File: src/rtl/pipe_stage_regs_pkg.sv
// Shared constants for the fetch/decode/execute pipeline registers.
//   NOP_INSTR        : canonical bubble instruction (addi x0, x0, 0)
//   RS1/RS2/RD_LSB   : bit positions of the register fields inside an instruction
//   REG_W            : register-number width
//   RESULT_SRC_LOAD  : ResultSrc encoding that marks a load
package pipe_stage_regs_pkg;

   localparam int          INSTR_W         = 32;
   localparam logic [31:0] NOP_INSTR       = 32'h0000_0013;
   localparam int          REG_W           = 5;
   localparam int          RS1_LSB         = 15;
   localparam int          RS2_LSB         = 20;
   localparam int          RD_LSB          = 7;
   localparam logic [1:0]  RESULT_SRC_LOAD = 2'b01;

endpackage

File: src/rtl/pipe_stage_regs_reg.sv
// Generic pipeline register.
//   clk : rising-edge clock
//   rst : asynchronous active-low reset, loads RST_VAL
//   en  : load d on the next edge
//   clr : synchronous clear to RST_VAL, takes priority over en
//   d/q : data in / registered data out
module pipe_reg #(
   parameter int           W       = 1,
   parameter logic [W-1:0] RST_VAL = '0
) (
   input  logic         clk,
   input  logic         rst,
   input  logic         en,
   input  logic         clr,
   input  logic [W-1:0] d,
   output logic [W-1:0] q
);

   logic [W-1:0] q_d;
   logic [W-1:0] q_q;

   always_comb begin
      q_d = q_q;
      if (clr) begin
         q_d = RST_VAL;
      end else if (en) begin
         q_d = d;
      end
   end

   always_ff @(posedge clk or negedge rst) begin
      if (!rst) begin
         q_q <= RST_VAL;
      end else begin
         q_q <= q_d;
      end
   end

   assign q = q_q;

endmodule

File: src/rtl/pipe_stage_regs.sv
// PC, IF/ID and ID/EX registers driven by the hazard-unit controls.
//   Inputs : clk, rst (async active-low), StallF, StallD, FlushD, FlushE,
//            PCSrcE/PCTargetE (EX redirect), InstrF, RegWriteD, ResultSrcD
//   Outputs: PCF; IF/ID fields InstrD, PCD, ValidD and decoded Rs1D/Rs2D/RdD;
//            ID/EX fields RegWriteE, ResultSrcE, Rs1E, Rs2E, RdE, PCE, ValidE;
//            saturating StallCnt (IF/ID held) and FlushCnt (ID/EX flushed)
module pipe_stage_regs
   import pipe_stage_regs_pkg::*;
#(
   parameter int              XLEN     = 32,
   parameter logic [XLEN-1:0] RESET_PC = '0,
   parameter int              CNT_W    = 16
) (
   input  logic                 clk,
   input  logic                 rst,
   input  logic                 StallF,
   input  logic                 StallD,
   input  logic                 FlushD,
   input  logic                 FlushE,
   input  logic                 PCSrcE,
   input  logic [XLEN-1:0]      PCTargetE,
   input  logic [INSTR_W-1:0]   InstrF,
   input  logic                 RegWriteD,
   input  logic [1:0]           ResultSrcD,
   output logic [XLEN-1:0]      PCF,
   output logic [INSTR_W-1:0]   InstrD,
   output logic [XLEN-1:0]      PCD,
   output logic [REG_W-1:0]     Rs1D,
   output logic [REG_W-1:0]     Rs2D,
   output logic [REG_W-1:0]     RdD,
   output logic                 ValidD,
   output logic                 RegWriteE,
   output logic [1:0]           ResultSrcE,
   output logic [REG_W-1:0]     Rs1E,
   output logic [REG_W-1:0]     Rs2E,
   output logic [REG_W-1:0]     RdE,
   output logic [XLEN-1:0]      PCE,
   output logic                 ValidE,
   output logic [CNT_W-1:0]     StallCnt,
   output logic [CNT_W-1:0]     FlushCnt
);

   localparam int IFID_W = INSTR_W + XLEN + 1;
   localparam int IDEX_W = 1 + 2 + 3 * REG_W + XLEN + 1;
   localparam logic [IFID_W-1:0] IFID_RST = {NOP_INSTR, {XLEN{1'b0}}, 1'b0};
   localparam logic [CNT_W-1:0]  CNT_MAX  = {CNT_W{1'b1}};

   // ---------------- PC register ----------------
   // A redirect must win over a fetch stall, so it also forces the enable.
   logic [XLEN-1:0] pc_next;
   assign pc_next = PCSrcE ? PCTargetE : (PCF + XLEN'(4));

   pipe_reg #(.W(XLEN), .RST_VAL(RESET_PC)) u_pc_reg (
      .clk (clk),
      .rst (rst),
      .en  (PCSrcE | ~StallF),
      .clr (1'b0),
      .d   (pc_next),
      .q   (PCF)
   );

   // ---------------- IF/ID register ----------------
   // Flush clears to the reset image (NOP, PC 0, invalid) and beats a stall.
   logic [IFID_W-1:0] ifid_q;

   pipe_reg #(.W(IFID_W), .RST_VAL(IFID_RST)) u_ifid_reg (
      .clk (clk),
      .rst (rst),
      .en  (~StallD),
      .clr (FlushD),
      .d   ({InstrF, PCF, 1'b1}),
      .q   (ifid_q)
   );

   assign {InstrD, PCD, ValidD} = ifid_q;
   assign Rs1D = InstrD[RS1_LSB +: REG_W];
   assign Rs2D = InstrD[RS2_LSB +: REG_W];
   assign RdD  = InstrD[RD_LSB  +: REG_W];

   // ---------------- ID/EX register ----------------
   // No stall input: it reloads every cycle. The all-zero bubble has RdE=0
   // and a non-load ResultSrcE, so it never matches a forwarding/load-use check.
   logic [IDEX_W-1:0] idex_q;

   pipe_reg #(.W(IDEX_W), .RST_VAL('0)) u_idex_reg (
      .clk (clk),
      .rst (rst),
      .en  (1'b1),
      .clr (FlushE),
      .d   ({RegWriteD, ResultSrcD, Rs1D, Rs2D, RdD, PCD, ValidD}),
      .q   (idex_q)
   );

   assign {RegWriteE, ResultSrcE, Rs1E, Rs2E, RdE, PCE, ValidE} = idex_q;

   // ---------------- event counters ----------------
   // A stall overridden by a flush is not counted as a held cycle.
   logic [CNT_W-1:0] stall_cnt_d, stall_cnt_q;
   logic [CNT_W-1:0] flush_cnt_d, flush_cnt_q;

   always_comb begin
      stall_cnt_d = stall_cnt_q;
      flush_cnt_d = flush_cnt_q;
      if (StallD && !FlushD && (stall_cnt_q != CNT_MAX)) begin
         stall_cnt_d = stall_cnt_q + CNT_W'(1);
      end
      if (FlushE && (flush_cnt_q != CNT_MAX)) begin
         flush_cnt_d = flush_cnt_q + CNT_W'(1);
      end
   end

   always_ff @(posedge clk or negedge rst) begin
      if (!rst) begin
         stall_cnt_q <= '0;
         flush_cnt_q <= '0;
      end else begin
         stall_cnt_q <= stall_cnt_d;
         flush_cnt_q <= flush_cnt_d;
      end
   end

   assign StallCnt = stall_cnt_q;
   assign FlushCnt = flush_cnt_q;

endmodule
File: config.mk
export PLATFORM = sky130hd
export DESIGN_NAME = pipe_stage_regs
export DESIGN_NICKNAME = d
export VERILOG_FILES = /design/src/rtl/pipe_stage_regs_pkg.sv /design/src/rtl/pipe_stage_regs_reg.sv /design/src/rtl/pipe_stage_regs.sv
export SDC_FILE = /design/constraint.sdc
export NUM_CORES = 1
export LEC_CHECK = 0
export CAP_MARGIN = 20
export CORE_MARGIN = 1.5
export CORE_UTILIZATION = 37
export CTS_BUF_LIST = sky130_fd_sc_hd__clkbuf_16
export DETAILED_ROUTE_END_ITERATION = 10
export GPL_TIMING_DRIVEN = 0
export HOLD_SLACK_MARGIN = 0.03
export PLACE_DENSITY = 0.68
export SLEW_MARGIN = 20
export SYNTH_ARGS = -nofsm -noshare
export SYNTH_HDL_FRONTEND = slang
export SYNTH_SLANG_ARGS = --single-unit
File: constraint.sdc
create_clock -name clk -period 3.9 [get_ports clk]
set_input_delay 0.78 -clock clk [delete_from_list [all_inputs] [get_ports clk]]
set_output_delay 0.78 -clock clk [all_outputs]
set_load 0.02 [all_outputs]
; ---- Yosys cells after proc, flatten, opt, wreduce, memory -nomap -nowiden
; Index checks and enable logic that the tools add are counted.
[word_totals]
input_bits = 74
elab_cells = 21
output_inout_bits = 195
register_bits = 180
[op_classes]
mux = 4
n_eq_ne = 3
reduce_logical = 4
bitwise = 2
n_addsub = 3
[ops]
columns = operator, count
row1 = two-way mux 65 bit, 2
row2 = two-way mux 51 bit, 1
row3 = adder 16 x 1 -> 16 bit (second input constant), 2
row4 = adder 32 x 3 -> 32 bit (second input constant), 1
row5 = two-way mux 32 bit, 1
row6 = != test 16 bit (second input constant), 2
row7 = logical AND 1 bit, 3
row8 = != test 2 x 1 -> 1 bit (second input constant), 1
row9 = zero test 1 bit, 1
row10 = inverter 1 bit, 1
row11 = OR 1 bit, 1

; ---- Depth between registers and ports, before layout
; Gate-level depths: netlist (run 1).
[depth]
word_depth = 3
ltp_mapped = 6
depth_no_buf = 5

; ---- Cells and area by module
; From an unflattened synthesis (run 1), not the netlist that was laid out.
[hier_totals]
hier_cells = 813
area_unflattened_um2 = 8819.7
[modules_own_cells]
columns = module, seq_area_each_um2, cells_per_inst, area_each_um2, instances
row1 = pipe_stage_regs, 800.8, 335, 2712.6, 1
row2 = pipe_reg at u_ifid_reg, 1630.3, 210, 2695.1, 1
row3 = pipe_reg at u_idex_reg, 1276.2, 165, 2088.3, 1
row4 = pipe_reg at u_pc_reg, 800.8, 103, 1323.8, 1

; ---- Worst setup path after synthesis (run 1)
; No wires, ideal clock.
[synth_timing]
path_kind = in2reg
from = input port StallF
to = register u_pc_reg.q_q[21], in the netlist u_pc_reg.q[21]
setup_ps = 82
path_stages = 5
n_path_buf = 1
slack_ps = 1889
t_required_ps = 3818
arrival_time_ps = 1929
path_cell_list = and4b_1 clkbuf_2 nand2_1 or4_1 a31oi_1
[synth_between]
elab_chain_len = 2
[synth_lines]
columns = item, line_no
row1 = start: declaration, pipe_stage_regs.sv:16  ; input logic StallF,
row2 = inverter 1 bit, pipe_stage_regs.sv:56  ; .en (PCSrcE | ~StallF),
row3 = OR 1 bit, pipe_stage_regs.sv:56
row4 = end signal: assignment, pipe_stage_regs_reg.sv:35  ; q_q <= q_d;
row5 = end: declaration, pipe_stage_regs_reg.sv:20  ; logic [W-1:0] q_q;
; No other way between the ends.
; A chain may end at the register's enable or synchronous reset.

; ---- Worst setup path after layout (run 1)
[layout_timing]
from = register u_pc_reg.q_q[23], in the netlist u_pc_reg.q[23]
to = output port PCF[23]
[layout_lines]
columns = item, line_no
row1 = end: declaration, pipe_stage_regs.sv:25  ; output logic [XLEN-1:0] PCF,
; No word-level cell between the ends.

==> results of run 1 <==
[cell usage in the layout, fill, tap and decap left out, types with 4 or more instances in the layout]
cell                              count
sky130_fd_sc_hd__clkdlybuf4s50_1    266
sky130_fd_sc_hd__dfrtp_1            177
sky130_fd_sc_hd__nor2_1              88
sky130_fd_sc_hd__mux2i_1             62
sky130_fd_sc_hd__nor2b_1             55
sky130_fd_sc_hd__nand2_1             34
sky130_fd_sc_hd__nand3_1             30
sky130_fd_sc_hd__clkbuf_1            21
sky130_fd_sc_hd__xnor2_1             20
sky130_fd_sc_hd__a31oi_1             19
sky130_fd_sc_hd__o21ai_0             17
sky130_fd_sc_hd__clkbuf_16           17
sky130_fd_sc_hd__xor2_1              16
sky130_fd_sc_hd__buf_4               15
sky130_fd_sc_hd__o31ai_1             12
sky130_fd_sc_hd__or4_1               12
sky130_fd_sc_hd__and3_1              10
sky130_fd_sc_hd__nand4_1              9
sky130_fd_sc_hd__and4_1               7
sky130_fd_sc_hd__inv_1                6
sky130_fd_sc_hd__buf_2                6
sky130_fd_sc_hd__and2_1               5
sky130_fd_sc_hd__a21oi_1              5
sky130_fd_sc_hd__nor3_1               5
sky130_fd_sc_hd__mux2_2               4
sky130_fd_sc_hd__o211ai_1             4
sky130_fd_sc_hd__inv_6                4
[flip-flops by register name, indices dropped and copies added (netlist names)]
register,flops
u_ifid_reg.q,65
FlushCnt,16
u_pc_reg.q,32
StallCnt,16
u_idex_reg.q,51
[per-layer routing]
layer	routed length, um	vias up	GRT usage, %
met1	9050	2953	25.8
met2	10200	201	31.7
li1	-	2932	-
met4	451	0	7.10
met5	0	-	0
met3	1090	28	3.54
[synthesized netlist by cell type (all sizes together) (4+ instances only)]
cell and instances:
dfrtp 177, nor2 88, mux2i 62, nor2b 55
nand2 34, nand3 31, buf 24, clkbuf 22
xnor2 20, a31oi 19, o21ai 17, xor2 16
o31ai 12, or4 12, and3 11, nand4 10
and4 8, nor3 6, a21oi 5, and2 5
inv 5, mux2 4, o211ai 4
[through the flow]
stage	std cells	util, %
3_5_place_dp	1218	52.9
5_1_grt	1250	55.6
3_3_place_gp	1217	52.7
4_1_cts	1250	55.6
6_report	1250	55.6
2_1_floorplan	680	-
[logic make-up after synthesis]
group,Yosys count
AOI/OAI and AO/OA,69
xor gates and xnor gates,36
muxes,66
buffers and inverters,52
DFF,180
and+or+nand+nor,274
adders and majority gates,3
[final cells by class]
| cell class | instances | area (sq um) | area share [%] |
|---|---|---|---|
| flip-flops and latches | 180 | 4510 | 39.9 |
| multi-input cells | 448 | 2920 | 25.8 |
| repair buffers | 268 | 2710 | 24.0 |
| clock buffers | 17 | 425 | 3.77 |
| well taps | 270 | 338 | 2.99 |
| plain buffers | 46 | 245 | 2.17 |
| clock inverters | 15 | 131 | 1.16 |
| inverters | 6 | 22.5 | 0.199 |
[power breakdown]
group	switching (mW)	internal [mW]
registers	0.205	2.03
logic	0.532	0.535
clock network	0.758	0.888
[path summary, 6_finish.rpt]
path	end	slack [ns]	depth (start not counted)
worst max-delay path	PCF[23]	1.48	1
worst min-delay path	u_ifid_reg.q[45]	0.36	1
worst max register to register	FlushCnt[1]	1.79	5
worst min register to register	u_idex_reg.q[0]	0.50	2
max in group asynchronous	u_idex_reg.q[12]	2.67	2
min in group clk	u_idex_reg.q[0]	0.50	2
==> metrics.log, run 1 <==
INFO  metric yosys.area_share.simple = around a fifth
INFO  metric path_delay_family = buffers and inverters
INFO  metric timing.slew.headroom = 49.3%
INFO  metric grt_pass1_vias = between 5k and 6k
INFO  metric area_growth_syn_to_layout = 46.8%
INFO  metric clk_transition_reported_paths = 0.07 ns
INFO  metric detailedPlacementHpwl = ~15000 um
INFO  metric drc = 0
INFO  metric critPathKind = register to output pin
INFO  metric end_kind = output pin
INFO  metric clkLatencyLatePin = ~0.43 ns
INFO  metric syn_nets = around 760
INFO  metric power.density = roughly 440 nW/um^2
INFO  metric crit_path_max_fanout = 9
INFO  metric rr_startpoint = FlushCnt[0]
INFO  metric numCtsBuffers = 17
INFO  metric finalHoldViolations = 0
INFO  metric area_fraction_in_compound_gates_after_synthesis = under 10%
INFO  metric final-max-slew-violation-count = 0
INFO  metric layout-drive-gt1-share = ~6.8%
INFO  metric postCtsResizedCells = 0
INFO  metric detailedPlace.worstSlack = around 1.1 ns
INFO  metric cpPeakStageDelay = 0.68 ns
INFO  metric grt.total_usage = 19.4%
INFO  metric floorplan.die.width = 147 um
INFO  metric ys_types = 48
INFO  metric timing.final.setup_violations = 0
INFO  metric numPortBuffers = approximately 270
INFO  metric syn_area_per_cell = about 11 sq um
INFO  metric diodes = 0
INFO  metric peakVddDrop = 0.246 mV
INFO  metric routedWlPerCell = between 15 and 20 um
INFO  metric fin_area = 11300 sq um
INFO  metric cts_root_buffer = sky130_fd_sc_hd__clkbuf_16
INFO  metric whs = between 0.3 and 0.4 ns
INFO  metric setup.worst_path.start_class = register
INFO  metric power.total = approximately 5.0 mW
INFO  metric hold_path.class = input port to asynchronous set/reset pin
INFO  metric final.setup.tns = 0 ns
INFO  metric fmaxAchievable = about 0.41 GHz
INFO  metric cts_tree = yes
INFO  metric die_area = around 22000 sq um
INFO  metric crit_chain = clkdlybuf4s50_1
INFO  metric grt_start_max_net_pins = 93
INFO  metric synthesis.instances = 680
INFO  metric grt_overflow_total = 0
INFO  metric post_synthesis_share_of_cell_area_spent_on_full_adders_half_adders_and_majority_gates = less than 1%
INFO  metric ys_seq_elements = 180
INFO  metric yosys.area_share.xor_xnor = 4.10%
INFO  metric post_synth_design_cell_area = a little under 8000 sq um
INFO  metric grt_antenna_before_repair = 0
INFO  metric detail_route.first_pass.iterations = 4
INFO  metric cts_post_setup_buffers_inserted = 0
INFO  metric synth_async_sr_flop_share = between 90% and 100%
INFO  metric synth_sequential_area_ratio = roughly three fifths
INFO  metric route.final.wire_length = 20800 um
INFO  metric routability_driven_placement_congestion_ratio = 0.854
INFO  metric cts_max_path_buffers = 2
INFO  metric timing_worst_slew_pin_value = 0.760 ns
INFO  metric postCtsHoldBufs = 0
INFO  metric fillCellCount = 1787
INFO  metric min_period = 2.42 ns
INFO  metric setup_slack = ~1.5 ns
INFO  metric detailed_place.area = 10700 sq um
INFO  metric crit_slowest_cell = sky130_fd_sc_hd__clkdlybuf4s50_1
INFO  metric vias = between 6k and 7k
INFO  metric final_net_count = 1044
INFO  metric grt_pass1_wl = around 33000 um
INFO  metric crit_path_start = u_pc_reg.q[23]
INFO  metric clock_sinks = 180
INFO  metric final_min_period_over_clock_period = 61.9%
INFO  metric clock_skew = between 0.009 and 0.01 ns
INFO  metric grt_setup_unrepaired = false
INFO  metric synth_top_area_cell = sky130_fd_sc_hd__dfrtp_1
INFO  metric arrival = roughly 1.6 ns
INFO  metric synth-main-ff-cell = sky130_fd_sc_hd__dfrtp_1
INFO  metric antenna_violating_nets_post_route = 0
INFO  metric p_leak = about 4.9 nW
INFO  metric worst-endpoint-required = 3.12 ns
INFO  metric synth_largest_type_area_fraction = 57.6%
INFO  metric synth_warnings = 0
INFO  metric h-tree-depth = 4
INFO  metric synthTopCellsByArea = sky130_fd_sc_hd__dfrtp_1 58%, sky130_fd_sc_hd__mux2i_1 8.1%, sky130_fd_sc_hd__nor2b_1 4.5%
INFO  metric cap_violations = 0
INFO  metric first_iter_violations = about 220
INFO  metric io_pins = roughly 270
INFO  metric cp.buffers_inverters = 1
INFO  metric synth_enable_flop_cells = 0
INFO  metric synth_top_family_by_area = simple AND/OR/NAND/NOR gates
INFO  metric initial_core_utilization = a little under two fifths
INFO  metric post_synth_mux_area_share = roughly 8.7%
INFO  metric die_y = 147 um
INFO  metric rows = 52
INFO  metric outcome = finished, final reports clean
INFO  metric core_area = between 20000 and 25000 sq um
INFO  metric vias_per_cell = 4.89
(Power assumes the default switching activity.)
==> run 2: changes to the inputs <==
- clock period: 3.9 -> 2.42 ns (I/O delays scaled with it)
==> results of run 2 <==
Same layout as run 1 (identical final DEF). Status: finished, final reports clean.
Among the figures that moved: setup slack after placement 1.11 ns -> -0.0723 ns; setup slack after layout 1.48 ns -> 0.301 ns; hold slack 0.357 ns -> 0.0611 ns; register-to-register setup slack 1.79 ns -> 0.31 ns; total power 4.95 mW -> 7.98 mW; worst IR drop on VDD 0.246 mV -> 0.396 mV
